==> src/rtl/load_store_unit.sv <==
// Initiator side of the byte-lane data memory port: sequences one load or store
// at a time against a memory with a one-cycle synchronous read.
module load_store_unit #(
    parameter bit ALLOW_MISALIGNED = 1'b1,
    localparam int unsigned ADDR_W = 32,
    localparam int unsigned DATA_W = 32,
    localparam int unsigned SIZE_W = 2
) (
    input  logic              clk,
    input  logic              rst_n,
    input  logic              req_valid,
    output logic              req_ready,
    input  logic              req_write,
    input  logic [SIZE_W-1:0] req_size,
    input  logic              req_signed,
    input  logic [ADDR_W-1:0] req_address,
    input  logic [DATA_W-1:0] req_wdata,
    output logic              resp_valid,
    input  logic              resp_ready,
    output logic [DATA_W-1:0] resp_data,
    output logic              resp_error,
    output logic [ADDR_W-1:0] memory_address,
    output logic [DATA_W-1:0] memory_in,
    output logic [SIZE_W-1:0] memory_size,
    output logic              memory_write_enable,
    input  logic [DATA_W-1:0] memory_out
);

    localparam logic [SIZE_W-1:0] SIZE_BYTE = 2'b00;
    localparam logic [SIZE_W-1:0] SIZE_HALF = 2'b01;
    localparam logic [SIZE_W-1:0] SIZE_WORD = 2'b10;
    localparam logic [SIZE_W-1:0] SIZE_WIDE = 2'b11;

    typedef enum logic [1:0] {
        IDLE    = 2'b00,
        ACCESS  = 2'b01,
        CAPTURE = 2'b10,
        RESP    = 2'b11
    } state_t;

    state_t state;
    state_t state_next;

    logic              write_q;
    logic              signed_q;
    logic              write_next;
    logic              signed_next;
    logic              req_ready_next;
    logic              resp_valid_next;
    logic              resp_error_next;
    logic              write_enable_next;
    logic [DATA_W-1:0] resp_data_next;
    logic [ADDR_W-1:0] address_next;
    logic [DATA_W-1:0] wdata_next;
    logic [SIZE_W-1:0] size_next;

    logic [SIZE_W-1:0] size_norm;
    logic              misaligned;
    logic              reject;
    logic              accept;
    logic [DATA_W-1:0] load_value;

    // Request decode: size 11 is folded onto word before any alignment check
    always_comb begin
        size_norm  = (req_size == SIZE_WIDE) ? SIZE_WORD : req_size;
        misaligned = ((size_norm == SIZE_HALF) && req_address[0])
                   || ((size_norm == SIZE_WORD) && (req_address[1:0] != 2'b00));
        reject     = !ALLOW_MISALIGNED && misaligned;
        accept     = req_valid && req_ready;
    end

    // Only the lanes covered by the access size reach the extended result
    always_comb begin
        load_value = memory_out;
        case (memory_size)
            SIZE_BYTE: load_value = {{(DATA_W-8){signed_q & memory_out[7]}}, memory_out[7:0]};
            SIZE_HALF: load_value = {{(DATA_W-16){signed_q & memory_out[15]}}, memory_out[15:0]};
            default:   load_value = memory_out;
        endcase
    end

    always_ff @(posedge clk or negedge rst_n) begin
        if (!rst_n) begin
            state <= IDLE;
        end else begin
            state <= state_next;
        end
    end

    // Next-state and next-output logic; every output is registered from these
    always_comb begin
        state_next        = state;
        write_next        = write_q;
        signed_next       = signed_q;
        resp_data_next    = resp_data;
        resp_error_next   = resp_error;
        address_next      = memory_address;
        wdata_next        = memory_in;
        size_next         = memory_size;

        case (state)
            IDLE: begin
                if (accept) begin
                    write_next  = req_write;
                    signed_next = req_signed;
                    if (reject) begin
                        state_next      = RESP;
                        resp_data_next  = '0;
                        resp_error_next = 1'b1;
                    end else begin
                        state_next   = ACCESS;
                        address_next = req_address;
                        wdata_next   = req_wdata;
                        size_next    = size_norm;
                    end
                end
            end
            ACCESS: begin
                if (write_q) begin
                    state_next      = RESP;
                    resp_data_next  = '0;
                    resp_error_next = 1'b0;
                end else begin
                    state_next = CAPTURE;
                end
            end
            CAPTURE: begin
                state_next      = RESP;
                resp_data_next  = load_value;
                resp_error_next = 1'b0;
            end
            RESP: begin
                if (resp_ready) begin
                    state_next = IDLE;
                end
            end
            default: state_next = IDLE;
        endcase

        req_ready_next    = (state_next == IDLE);
        resp_valid_next   = (state_next == RESP);
        write_enable_next = (state_next == ACCESS) && write_next;
    end

    always_ff @(posedge clk or negedge rst_n) begin
        if (!rst_n) begin
            write_q             <= 1'b0;
            signed_q            <= 1'b0;
            req_ready           <= 1'b1;
            resp_valid          <= 1'b0;
            resp_data           <= '0;
            resp_error          <= 1'b0;
            memory_address      <= '0;
            memory_in           <= '0;
            memory_size         <= SIZE_BYTE;
            memory_write_enable <= 1'b0;
        end else begin
            write_q             <= write_next;
            signed_q            <= signed_next;
            req_ready           <= req_ready_next;
            resp_valid          <= resp_valid_next;
            resp_data           <= resp_data_next;
            resp_error          <= resp_error_next;
            memory_address      <= address_next;
            memory_in           <= wdata_next;
            memory_size         <= size_next;
            memory_write_enable <= write_enable_next;
        end
    end

endmodule
==> config.mk <==
export PLATFORM = sky130hd
export DESIGN_NAME = load_store_unit
export DESIGN_NICKNAME = d
export VERILOG_FILES = /design/src/rtl/load_store_unit.sv
export SDC_FILE = /design/constraint.sdc
export NUM_CORES = 1
export LEC_CHECK = 0
export ABC_AREA = 1
export CORE_MARGIN = 2
export CORE_UTILIZATION = 42
export CTS_BUF_LIST = sky130_fd_sc_hd__clkbuf_8
export DETAILED_ROUTE_END_ITERATION = 7
export GPL_TIMING_DRIVEN = 0
export PLACE_DENSITY_LB_ADDON = 0.1
export SKIP_CTS_REPAIR_TIMING = 1
export SYNTH_ARGS = -nofsm -noshare
export SYNTH_HDL_FRONTEND = slang
export SYNTH_SLANG_ARGS = --single-unit
==> constraint.sdc <==
create_clock -name clk -period 1.61 [get_ports clk]
set_input_delay 0.483 -clock clk [delete_from_list [all_inputs] [get_ports clk]]
set_output_delay 0.483 -clock clk [all_outputs]
set_load 0.005 [all_outputs]
### Yosys cells after proc, flatten, opt, wreduce, memory -nomap -nowiden

Cells that the tools add are included.

* register bits after elaboration: 106
* bits of input ports: 104
* output and inout port bits: 102
* logic and storage cells: 41

* eq/ne operators: 8
* muxes and demuxes: 12
* bitwise gates (word level): 2
* reduce and logical (&&, ||, !) cells: 8

Operators with widths (count)
* $pmux W32 S2: 2
* $mux W32: 1
* $eq A2 B2 Y1 const B: 4
* $pmux W2 S4: 1
* $eq A2 B1 Y1 const B: 3
* $logic_not A2 Y1: 3
* $mux W2: 3
* $mux W1: 4
* $reduce_and A2 Y1: 2
* $and A1 B1 Y1: 2
* $logic_and A1 B1 Y1: 2
* $ne A2 B2 Y1 const B: 1
* $pmux W1 S2: 1
* $reduce_bool A2 Y1: 1

### Logic depth before layout (Yosys ltp)

Gate-level depths: netlist of the first run.

* word-level depth: 5
* gate-level depth with buffers: 7
* depth with buffers taken out: 6

### Least setup slack after synthesis of the first run

No wires, ideal clock.

* kind: input to register
* start point: input port memory_out[7]
* end point: register resp_data[22]
* arrival: 1.170 ns
* required time: 1.493 ns
* path slack: 0.324 ns
* stages: 7
* path buffers: 1
* path through: nand2_1 -> inv_1 -> nand2_1 -> nand3_2 -> buf_2 -> nand2_1 -> nand2_1

* word-level cells in the longest chain between the ends: 3

RTL lines
* from (decl): line 26 `input logic [DATA_W-1:0] memory_out`
* $and A1 B1 Y1: line 76 `SIZE_BYTE: load_value = {{(DATA_W-8){signed_q & memory_out[7]}}, memory_out[7:0]};`
* $pmux W32 S2: line 75 `case (memory_size)`
* $pmux W32 S2: line 101 `case (state)`
* to (signal assigned): line 162 `resp_data <= resp_data_next;`
* to (decl): line 20 `output logic [DATA_W-1:0] resp_data,`

Every way passes these cells.
A chain may end at the register's enable or synchronous reset.

### Worst setup path after layout of the first run

* start point: register req_ready
* end point: output port req_ready

RTL lines
* from (decl): line 12 `output logic req_ready,`
* from (signal assigned): line 160 `req_ready <= req_ready_next;`

No word-level cell between the ends.

==> results.md, run 1 <==
* Status: finished, final reports clean
* Crit end category: output port
* Sw frac at 0.333
* FILL cells at around 770
* Pint at between 7 and 8 mW
* Tot GR Track Use at 0.216
* First-pass GRT wire length at between 15 and 20 mm
* DP Cell Count at 845
* Total Wirelength at 12.3 mm
* Largest net degree at the start of global routing at 59
* Sequential power share at 0.390
* Global route overflow at 0
* Layout Area Growth over Synthesis at 69.0%
* Die area at 0.0109 mm^2
* # clock sinks at around 110
* Port bufs at 204
* Syn nets at between 600 and 700
* Top delay family on crit path: flip-flops
* Routability cong. at 0.774
* Post-synth top cells: 311 x nand2_1, 104 x dfrtp_1, 34 x nor2_1
* DR vias/cell at 4.59
* Core Rows at 36
* Top cell type's share of synthesized area at 0.617
* Hold WS at 0.130 ns
* Cts bufs inserted at 9
* Setup ws final at 0.0652 ns
* Hold Crit Class: primary input to async pin
* Lkg Pwr at between 4 and 5 nW
* Fin util at 0.729
* Post-DP HPWL at 8.65 mm
* Async SR Flop Fraction at 1.00
* Critical Setup Path Class: register to output port
* RSZ-0062 raised after global routing: false
* Initial DRT Pass Iterations at 4
* CTS tree: built
* Crit-path cells: clkbuf_2
* IO Pins at 206
* Fin crit period at 1.54 ns
* Synth area leader: dfrtp_1
* Slew margin rel. at 0.565
* Clk_lat worst skew at around 0.36 ns
* Post-synthesis adder-cell area fraction at 0
* Die height at 104 um
* Clock power share at 0.165
* Top FF cell, synth: dfrtp_1
* Worst EP arrival at 1.06 ns
* Setup WS pre-CTS at -0.355 ns
* CP bufs+invs at 1
* Largest cells by area after synthesis: dfrtp_1 62%, nand2_1 28%, nor2_1 3.0%
* Compound-Gate Fraction of Synth Area at 0.0154
* Count of unique library cells instantiated by Yosys at 19
* H-tree levels at 3
* Slew Limit Fails at 0
* Max Cap Viol at 0
* Largest family of logic cells by synthesized area: simple AND/OR/NAND/NOR gates
* Layout cell share with drive strength beyond 1 at 0.0903
* Maximum VDD drop at 757 uV
* Non-Filler Instances at 886
* Warnings from Yosys at 0
* Net Switching at 3.70 mW
* WL per Instance at 13.9 um
* Yosys reg bits at about 110
* CTS clk-pin slew, worst paths at 0.09 ns
* Dpl cell area at 0.00645 mm^2
* Final hold vios at 0
* Vias in the first global route at approximately 4000
* Post-synthesis mux area share at 0
* Nets@finish at 852
* Critical Path Source Type: register
* Comb pwr share at 0.445
* CP peak stage delay at between 0.5 and 0.6 ns
* Power per cell area at 1560 mW/mm^2
* Post-Synthesis Cells at a little over 500
* Vias at 4067
* Simple-gate area share of the yosys netlist at 0.321
* Clock skew at between 0.008 and 0.009 ns
* Crit Path Max Fanout at 3
* Setup TNS at 0 ns
* Antenna violations before repair at 0
* Number of synthesized flops with an enable pin at 0
* Core Footprint at 0.00977 mm^2
* Register area share after synthesis at 0.623
* DIE WIDTH at about 100 um
* Final setup violation count at 0
* Post-route ant nets at 0
* Final Cycle Share at 0.959
* Root buffer cell: clkbuf_8
* Post-Syn Area at between 0.004 and 0.005 mm^2
* Deepest clock path buffer count at 2
* Mapped Avg Cell Area at 8.32 um^2
* Top-count cell post-synth: nand2_1
* Final instance area at about 0.007 mm^2
* Post-route DRC at 0
* Starting Density at 0.432
* Power, Total at 11.1 mW
* Worst-Margin Slew at 0.652 ns
* Achievable Freq at about 650 MHz
* CP max-delay cell: dfstp_2
* 1st-iter DRT viols at 182
* Req. time, crit path at roughly 1.1 ns
* Synth Area in XOR/XNOR at 0
* Antenna Cells at 0
==> area by class of cell <==
type	count	area [um^2]	area share
multi-input cells	368	1430	0.201
flip-flops and latches	105	2630	0.369
inverters	10	41.3	0.00579
clock inverters	5	77.6	0.0109
clock buffers	11	151	0.0212
well taps	133	166	0.0233
repair buffers	230	2500	0.351
plain buffers	24	130	0.0183
==> cells in the final DEF, fill, tap and decap left out <==
cell type,count
nor2_1,34
clkbuf_1,7
dlymetal6s2s_1,100
buf_1,1
nand2_2,2
o21ai_0,12
a21oi_1,1
buf_16,1
dfstp_2,1
nand2_1,310
clkinv_2,2
inv_2,1
conb_1,1
nand3_1,4
buf_2,7
dfrtp_1,104
bufinv_16,2
clkdlybuf4s50_1,102
buf_4,34
nand3_4,1
nand3_2,1
and2_1,1
inv_1,8
nor2_2,1
clkbuf_2,2
clkinvlp_4,2
clkbuf_8,11
==> worst paths after layout <==
check,slack [ns],depth (start not counted),startpoint,endpoint
max in group asynchronous,0.70,2,rst_n,req_ready$_DFF_PN1_
worst min register to register,0.48,2,memory_in[31]$_DFFE_PN0P_,memory_in[31]$_DFFE_PN0P_
worst min-delay path,0.13,1,rst_n,resp_data[31]$_DFFE_PN0P_
min in group clk,0.48,2,memory_in[31]$_DFFE_PN0P_,memory_in[31]$_DFFE_PN0P_
worst max-delay path,0.07,1,req_ready$_DFF_PN1_,req_ready
worst max register to register,0.13,7,memory_size[1]$_DFFE_PN0P_,resp_data[28]$_DFFE_PN0P_
==> worst register-to-register path, delay by kind of cell (launching register included) <==
family	cells	cell delay, ns
buffers and inverters	4	0.67
DFF	1	0.39
and+or+nand+nor	3	0.30
==> sequential cells by signal, summed over array words and instances, names as in the netlist <==
register and cells:
memory_size 2, memory_write_enable 1, memory_address 32, signed_q 1
write_q 1, memory_in 32, resp_data 32, resp_valid 1
req_ready 1, state 2
==> power by group through the flow <==
stage | registers (mW) | clock network [mW] | logic (mW)
6_report | 4.34 | 1.84 | 4.95
3_5_place_dp | 4.42 | 0 | 4.90
2_1_floorplan | 4.47 | 0 | 1.83
3_3_place_gp | 4.36 | 0 | 4.78
4_1_cts | 4.38 | 1.89 | 4.92
5_1_grt | 4.47 | 1.98 | 5.49
==> cell families (layout without fill, tap and decap cells) <==
logic type,after synthesis,in the layout
other,1,1
AND/OR/NAND/NOR,354,354
flip-flops,105,105
buffers and inverters,34,280
AO/OA/AOI/OAI,13,13
==> layer usage <==
metal,vias to the layer above,track usage,part of all wire
met5,-,0,0
met1,1919,0.259,0.41
met3,18,0.0683,0.074
met4,0,0.0772,0.019
li1,1997,-,-
met2,133,0.366,0.49
No activity file was read; power rests on OpenSTA's default activity.
==> run 2, diff against run 1 <==
--- a/config.mk
+++ b/config.mk
@@ -7,9 +7,10 @@
 export LEC_CHECK = 0
 export ABC_AREA = 1
 export CORE_MARGIN = 2
-export CORE_UTILIZATION = 42
+export CORE_UTILIZATION = 31
 export CTS_BUF_LIST = sky130_fd_sc_hd__clkbuf_8
 export DETAILED_ROUTE_END_ITERATION = 7
+export DONT_BUFFER_PORTS = 1
 export GPL_TIMING_DRIVEN = 0
 export PLACE_DENSITY_LB_ADDON = 0.1
 export SKIP_CTS_REPAIR_TIMING = 1
==> results.md, run 2 (synthesis results as in run 1) <==
* Setup ws final at 0.149 ns (+0.0835 ns)
* Req. time, crit path at 1.13 ns (about the same)
* Power per cell area at 1860 mW/mm^2 (+19%)
* Post-DP HPWL at 7.86 mm (-9.2%)
* Net Switching at 3.38 mW (-8.8%)
* Pint at 5.37 mW (-28%)
* Hold WS at -0.219 ns (-0.348 ns)
* DR vias/cell at 4.46 (-2.9%)
* Cts bufs inserted at 9 (unchanged)
* Vias at 3130 (-23%)
* Nets@finish at 625 (-27%)
* Leading cell type in the layout, fill and taps excluded: nand2_1
* Sequential cell area at 0.00263 mm^2 (unchanged)
* Tot GR Track Use at 0.152 (-0.0641)
* Total Wirelength at 10.8 mm (-12%)
* Multi-input gate area at 0.00144 mm^2 (+0.35%)
* Die height at 121 um (+16%)
* Die area at 0.0146 mm^2 (+34%)
* Status: complete, but fails checks
* Clk_lat worst skew at 0.38 ns (+0.02 ns)
* Comb pwr share at 0.260 (-0.185)
* # clock sinks at 105 (unchanged)
* Antenna violations before repair at 0 (unchanged)
* Largest net degree at the start of global routing at 106 (+80%)
* Dpl cell area at 0.00444 mm^2 (-31%)
* Sequential power share at 0.541 (+0.151)
* Achievable Freq at 684 MHz (+5.7%)
* Layout Area Growth over Synthesis at 11.5%
* WL per Instance at 15.4 um (+11%)
* DIE WIDTH at 121 um (+16%)
* Layout cell share with drive strength beyond 1 at 0.0798 (-0.0105)
* Final instance area at 0.00470 mm^2 (-34%)
* H-tree levels at 3 (unchanged)
* Crit Path Max Fanout at 3 (unchanged)
* Antenna Cells at 0 (unchanged)
* 1st-iter DRT viols at 144 (-21%)
* Sw frac at 0.386 (+0.0534)
* Clock power share at 0.199 (+0.034)
* Final Cycle Share at 0.908 (-0.0519)
* Commonest cells after routing, fill and taps aside: 311 x nand2_1, 104 x dfrtp_1, 34 x nor2_1
* Root buffer cell: clkbuf_8
* CTS tree: built
* Crit end category: output port
* Largest regs: memory_address (32), memory_in (32), resp_data (32)
* CTS clk-pin slew, worst paths at 0.11 ns (+0.02 ns)
* Initial DRT Pass Iterations at 4 (unchanged)
* Fin util at 0.355 (-0.374)
* Port bufs at 0 (-100%)
* Non-Filler Instances at 702 (-21%)
* Worst EP arrival at 0.98 ns (-0.08 ns)
* FILL cells at 1422 (+85%)
* Starting Density at 0.318 (-0.113)
* Post-route DRC at 0 (unchanged)
* Failing checks: negative hold slack
* Slew Limit Fails at 0 (unchanged)
* Final setup violation count at 0 (unchanged)
* RSZ-0062 raised after global routing: false
* Setup WS pre-CTS at -0.0130 ns (+0.342 ns)
* Critical Path Source Type: register
* IO Pins at 206 (unchanged)
* Maximum VDD drop at 569 uV (-25%)
* First-pass GRT wire length at 17.0 mm (-9.3%)
* Power, Total at 8.74 mW (-21%)
* Vias in the first global route at 3205 (-18%)
* Clock skew at 0.00962 ns (+0.00140 ns)
* Core Rows at 42 (+17%)
* Post-route ant nets at 0 (unchanged)
* Fin crit period at 1.46 ns (-0.0835 ns)
* Lkg Pwr at 2.62 nW (-47%)
* Max Cap Viol at 0 (unchanged)
* Critical Setup Path Class: register to output port
* Global route overflow at 0 (unchanged)
* DP Cell Count at 683 (-19%)
* Setup TNS at 0 ns (unchanged)
* Hold Crit Class: primary input to async pin
* Deepest clock path buffer count at 2 (unchanged)
* Routability cong. at 0.713 (-7.9%)
* Final hold vios at 105 (+105)
* Core Footprint at 0.0132 mm^2 (+35%)
[run 2: cell types whose count changed in the layout (fill, tap and decap cells not counted), moves of 2 or more]
cell | before | now
buf_4 | 34 | 10
clkbuf_8 | 11 | 9
clkdlybuf4s50_1 | 102 | 0
clkinv_2 | 2 | 0
clkinv_4 | 0 | 2
dlymetal6s2s_1 | 100 | 0
inv_6 | 0 | 3
[run 2: final cells by class]
class	instances	area share
timing repair buffer	3	0.00745
sequential	105	0.559
clock buffer	9	0.0263
inverter	10	0.00878
multi-input combinational	368	0.306
tap	176	0.0468
clock inverter	7	0.0181
buffer	24	0.0277
[run 2: layer usage]
layer	routed length [um]	share of wire	GRT usage
met5	0	0	0
met4	203	0.019	0.0647
met3	1340	0.12	0.0731
met2	4910	0.45	0.233
met1	4370	0.40	0.181
[run 2: worst paths after layout]
kind                                     startpoint                            end  slack (ns)  cells past startpoint
hold reg to reg            resp_data[6]$_DFFE_PN0P_       resp_data[6]$_DFFE_PN0P_        0.51                      2
max in group asynchronous                     rst_n            req_ready$_DFF_PN1_        1.65                      0
hold / removal                                rst_n      resp_data[25]$_DFFE_PN0P_       -0.22                      0
setup / recovery                req_ready$_DFF_PN1_                      req_ready        0.15                      0
setup reg to reg                 state[1]$_DFF_PN0_      memory_in[21]$_DFFE_PN0P_        0.17                      6
min in group clk                     req_address[9]  memory_address[9]$_DFFE_PN0P_        0.20                      2
[run 2: power by group through the flow]
stage                     Combinational [mW]  Clock (mW)  Sequential, mW
after floorplan                         1.83           0            4.47
after global placement                  2.20           0            4.79
after detailed placement                2.30           0            4.77
after CTS                               2.29        1.82            4.75
after global routing                    2.71        1.94            4.87
final                                   2.28        1.74            4.73
==> run 3, diff against run 2 <==
--- a/config.mk
+++ b/config.mk
@@ -7,7 +7,7 @@
 export LEC_CHECK = 0
 export ABC_AREA = 1
 export CORE_MARGIN = 2
-export CORE_UTILIZATION = 31
+export CORE_UTILIZATION = 62
 export CTS_BUF_LIST = sky130_fd_sc_hd__clkbuf_8
 export DETAILED_ROUTE_END_ITERATION = 7
 export DONT_BUFFER_PORTS = 1
==> results.md, run 3 (synthesis results as in run 1) <==
* FF-to-FF End: memory_in[14]$_DFFE_PN0P_
* Starting Density at 0.631 (+0.313)
* DIE WIDTH at 86.5 um (-28%)
* Post-route DRC at 0 (unchanged)
* Leading cell type in the layout, fill and taps excluded: nand2_1
* WL per Instance at 15.6 um (+1.2%)
* Maximum VDD drop at 923 uV (+62%)
* FILL cells at 551 (-61%)
* Final Cycle Share at 0.908 (about the same)
* Req. time, crit path at 1.90 ns (+0.77 ns)
* Final hold vios at 104 (-0.95%)
* Non-Filler Instances at 603 (-14%)
* H-tree levels at 3 (unchanged)
* CTS clk-pin slew, worst paths at 0.10 ns (about the same)
* Setup crit start: state[1]$_DFF_PN0_
* Vias in the first global route at 3093 (-3.5%)
* Post-route ant nets at 0 (unchanged)
* Max Cap Viol at 0 (unchanged)
* Tot GR Track Use at 0.256 (+0.105)
* Reg-to-Reg Start: state[1]$_DFF_PN0_
* Critical Path Source Type: register
* Crit end category: register
* Status: complete, but fails checks
* Crit Path Max Fanout at 10 (+7)
* Vias at 3156 (+0.83%)
* Lkg Pwr at 2.60 nW (-0.42%)
* # clock sinks at 105 (unchanged)
* Fin crit period at 1.46 ns (+0.00102 ns)
* Antenna violations before repair at 0 (unchanged)
* Setup TNS at 0 ns (unchanged)
* Antenna Cells at 0 (unchanged)
* Global route overflow at 0 (unchanged)
* Worst EP arrival at 1.75 ns (+0.77 ns)
* RSZ-0062 raised after global routing: false
* Failing checks: negative hold slack
* First-pass GRT wire length at 14.8 mm (-13%)
* R2R depth at 7 (+1)
* Slew Limit Fails at 0 (unchanged)
* Nets@finish at 622 (-0.48%)
* Hold WS at -0.185 ns (+0.0334 ns)
* Deepest clock path buffer count at 2 (unchanged)
* Die area at 0.00748 mm^2 (-49%)
* Commonest cells after routing, fill and taps aside: 311 x nand2_1, 104 x dfrtp_1, 34 x nor2_1
* Total Wirelength at 9.40 mm (-13%)
* DP Cell Count at 587 (-14%)
* DR vias/cell at 5.23 (+17%)
* CTS tree: built
* Final instance area at 0.00455 mm^2 (-3.3%)
* Dpl cell area at 0.00432 mm^2 (-2.7%)
* CP Capture Point: memory_in[14]$_DFFE_PN0P_
* Clock skew at 0.0110 ns (+0.00142 ns)
* Die height at 86.5 um (-28%)
* Routability cong. at 0.784 (+10%)
* Worst R2R Setup Slack at 0.15 ns (-0.02 ns)
* IO Pins at 206 (unchanged)
* Post-DP HPWL at 6.86 mm (-13%)
* Largest regs: memory_address (32), memory_in (32), resp_data (32)
* Core Footprint at 0.00668 mm^2 (-50%)
* Final setup violation count at 0 (unchanged)
* Achievable Freq at 684 MHz (about the same)
* Hold Crit Class: primary input to async pin
* Initial DRT Pass Iterations at 4 (unchanged)
* Layout Area Growth over Synthesis at 7.83%
* Core Rows at 30 (-29%)
* Clk_lat worst skew at 0.35 ns (-0.03 ns)
* Largest net degree at the start of global routing at 106 (unchanged)
* Cts bufs inserted at 9 (unchanged)
* Critical Setup Path Class: register to register
* Layout cell share with drive strength beyond 1 at 0.0688 (-0.0110)
* Root buffer cell: clkbuf_8
* 1st-iter DRT viols at 166 (+15%)
* Multi-input gate area at 0.00143 mm^2 (-0.52%)
* Sequential cell area at 0.00263 mm^2 (unchanged)
* Power per cell area at 1920 mW/mm^2 (+3.1%)
* Port bufs at 0 (unchanged)
run 3: per-layer routing:
metal,track usage,share of wire
met3,0.104,0.10
met5,0,0
met1,0.313,0.39
met2,0.412,0.49
met4,0.0938,0.017
run 3: final cells by class:
class,instances,area share
flip-flops and latches,105,0.578
multi-input cells,368,0.314
clock buffers,10,0.0303
plain buffers,24,0.0286
well taps,80,0.0220
clock inverters,6,0.0184
inverters,10,0.00825
run 3: power by group:
group / switching, mW / leakage, nW / internal [mW] / total, mW
Clock: 0.848 / 0.115 / 0.911 / 1.76
Combinational: 1.40 / 1.14 / 0.836 / 2.24
Sequential: 0.960 / 1.35 / 3.76 / 4.72
Total: 3.21 / 2.60 / 5.51 / 8.72
run 3: worst min-delay path by stage:
stage,from,end,slack (ns),depth (start not counted)
3_5_place_dp,rst_n,resp_data[2]$_DFFE_PN0P_,0.19,0
5_1_grt,rst_n,resp_data[25]$_DFFE_PN0P_,-0.21,0
4_1_cts,rst_n,memory_in[11]$_DFFE_PN0P_,-0.21,0
6_report,rst_n,resp_data[23]$_DFFE_PN0P_,-0.19,0
2_1_floorplan,rst_n,memory_address[0]$_DFFE_PN0P_,0.19,0
3_3_place_gp,rst_n,resp_data[0]$_DFFE_PN0P_,0.19,0
run 3: through the flow:
| stage | worst slack, ns | total power, mW | util | hold slack, ns |
|---|---|---|---|---|
| after floorplan | 0.324 | 6.30 | - | 0.187 |
| after global placement | 0.138 | 6.87 | 0.646 | 0.189 |
| after detailed placement | 0.114 | 7.01 | 0.646 | 0.189 |
| after CTS | 0.0977 | 8.77 | 0.679 | -0.206 |
| after global routing | 0.00774 | 9.41 | 0.681 | -0.215 |
| final | 0.148 | 8.72 | 0.681 | -0.185 |
run 3: worst max-delay path, cell delays in order (launching register included):
cell	delay, ns
dfrtp_1	0.44
nor2_2	0.20
nand3_4	0.17
inv_2	0.09
buf_4	0.18
buf_4	0.19
nand2_1	0.06
nand2_1	0.07
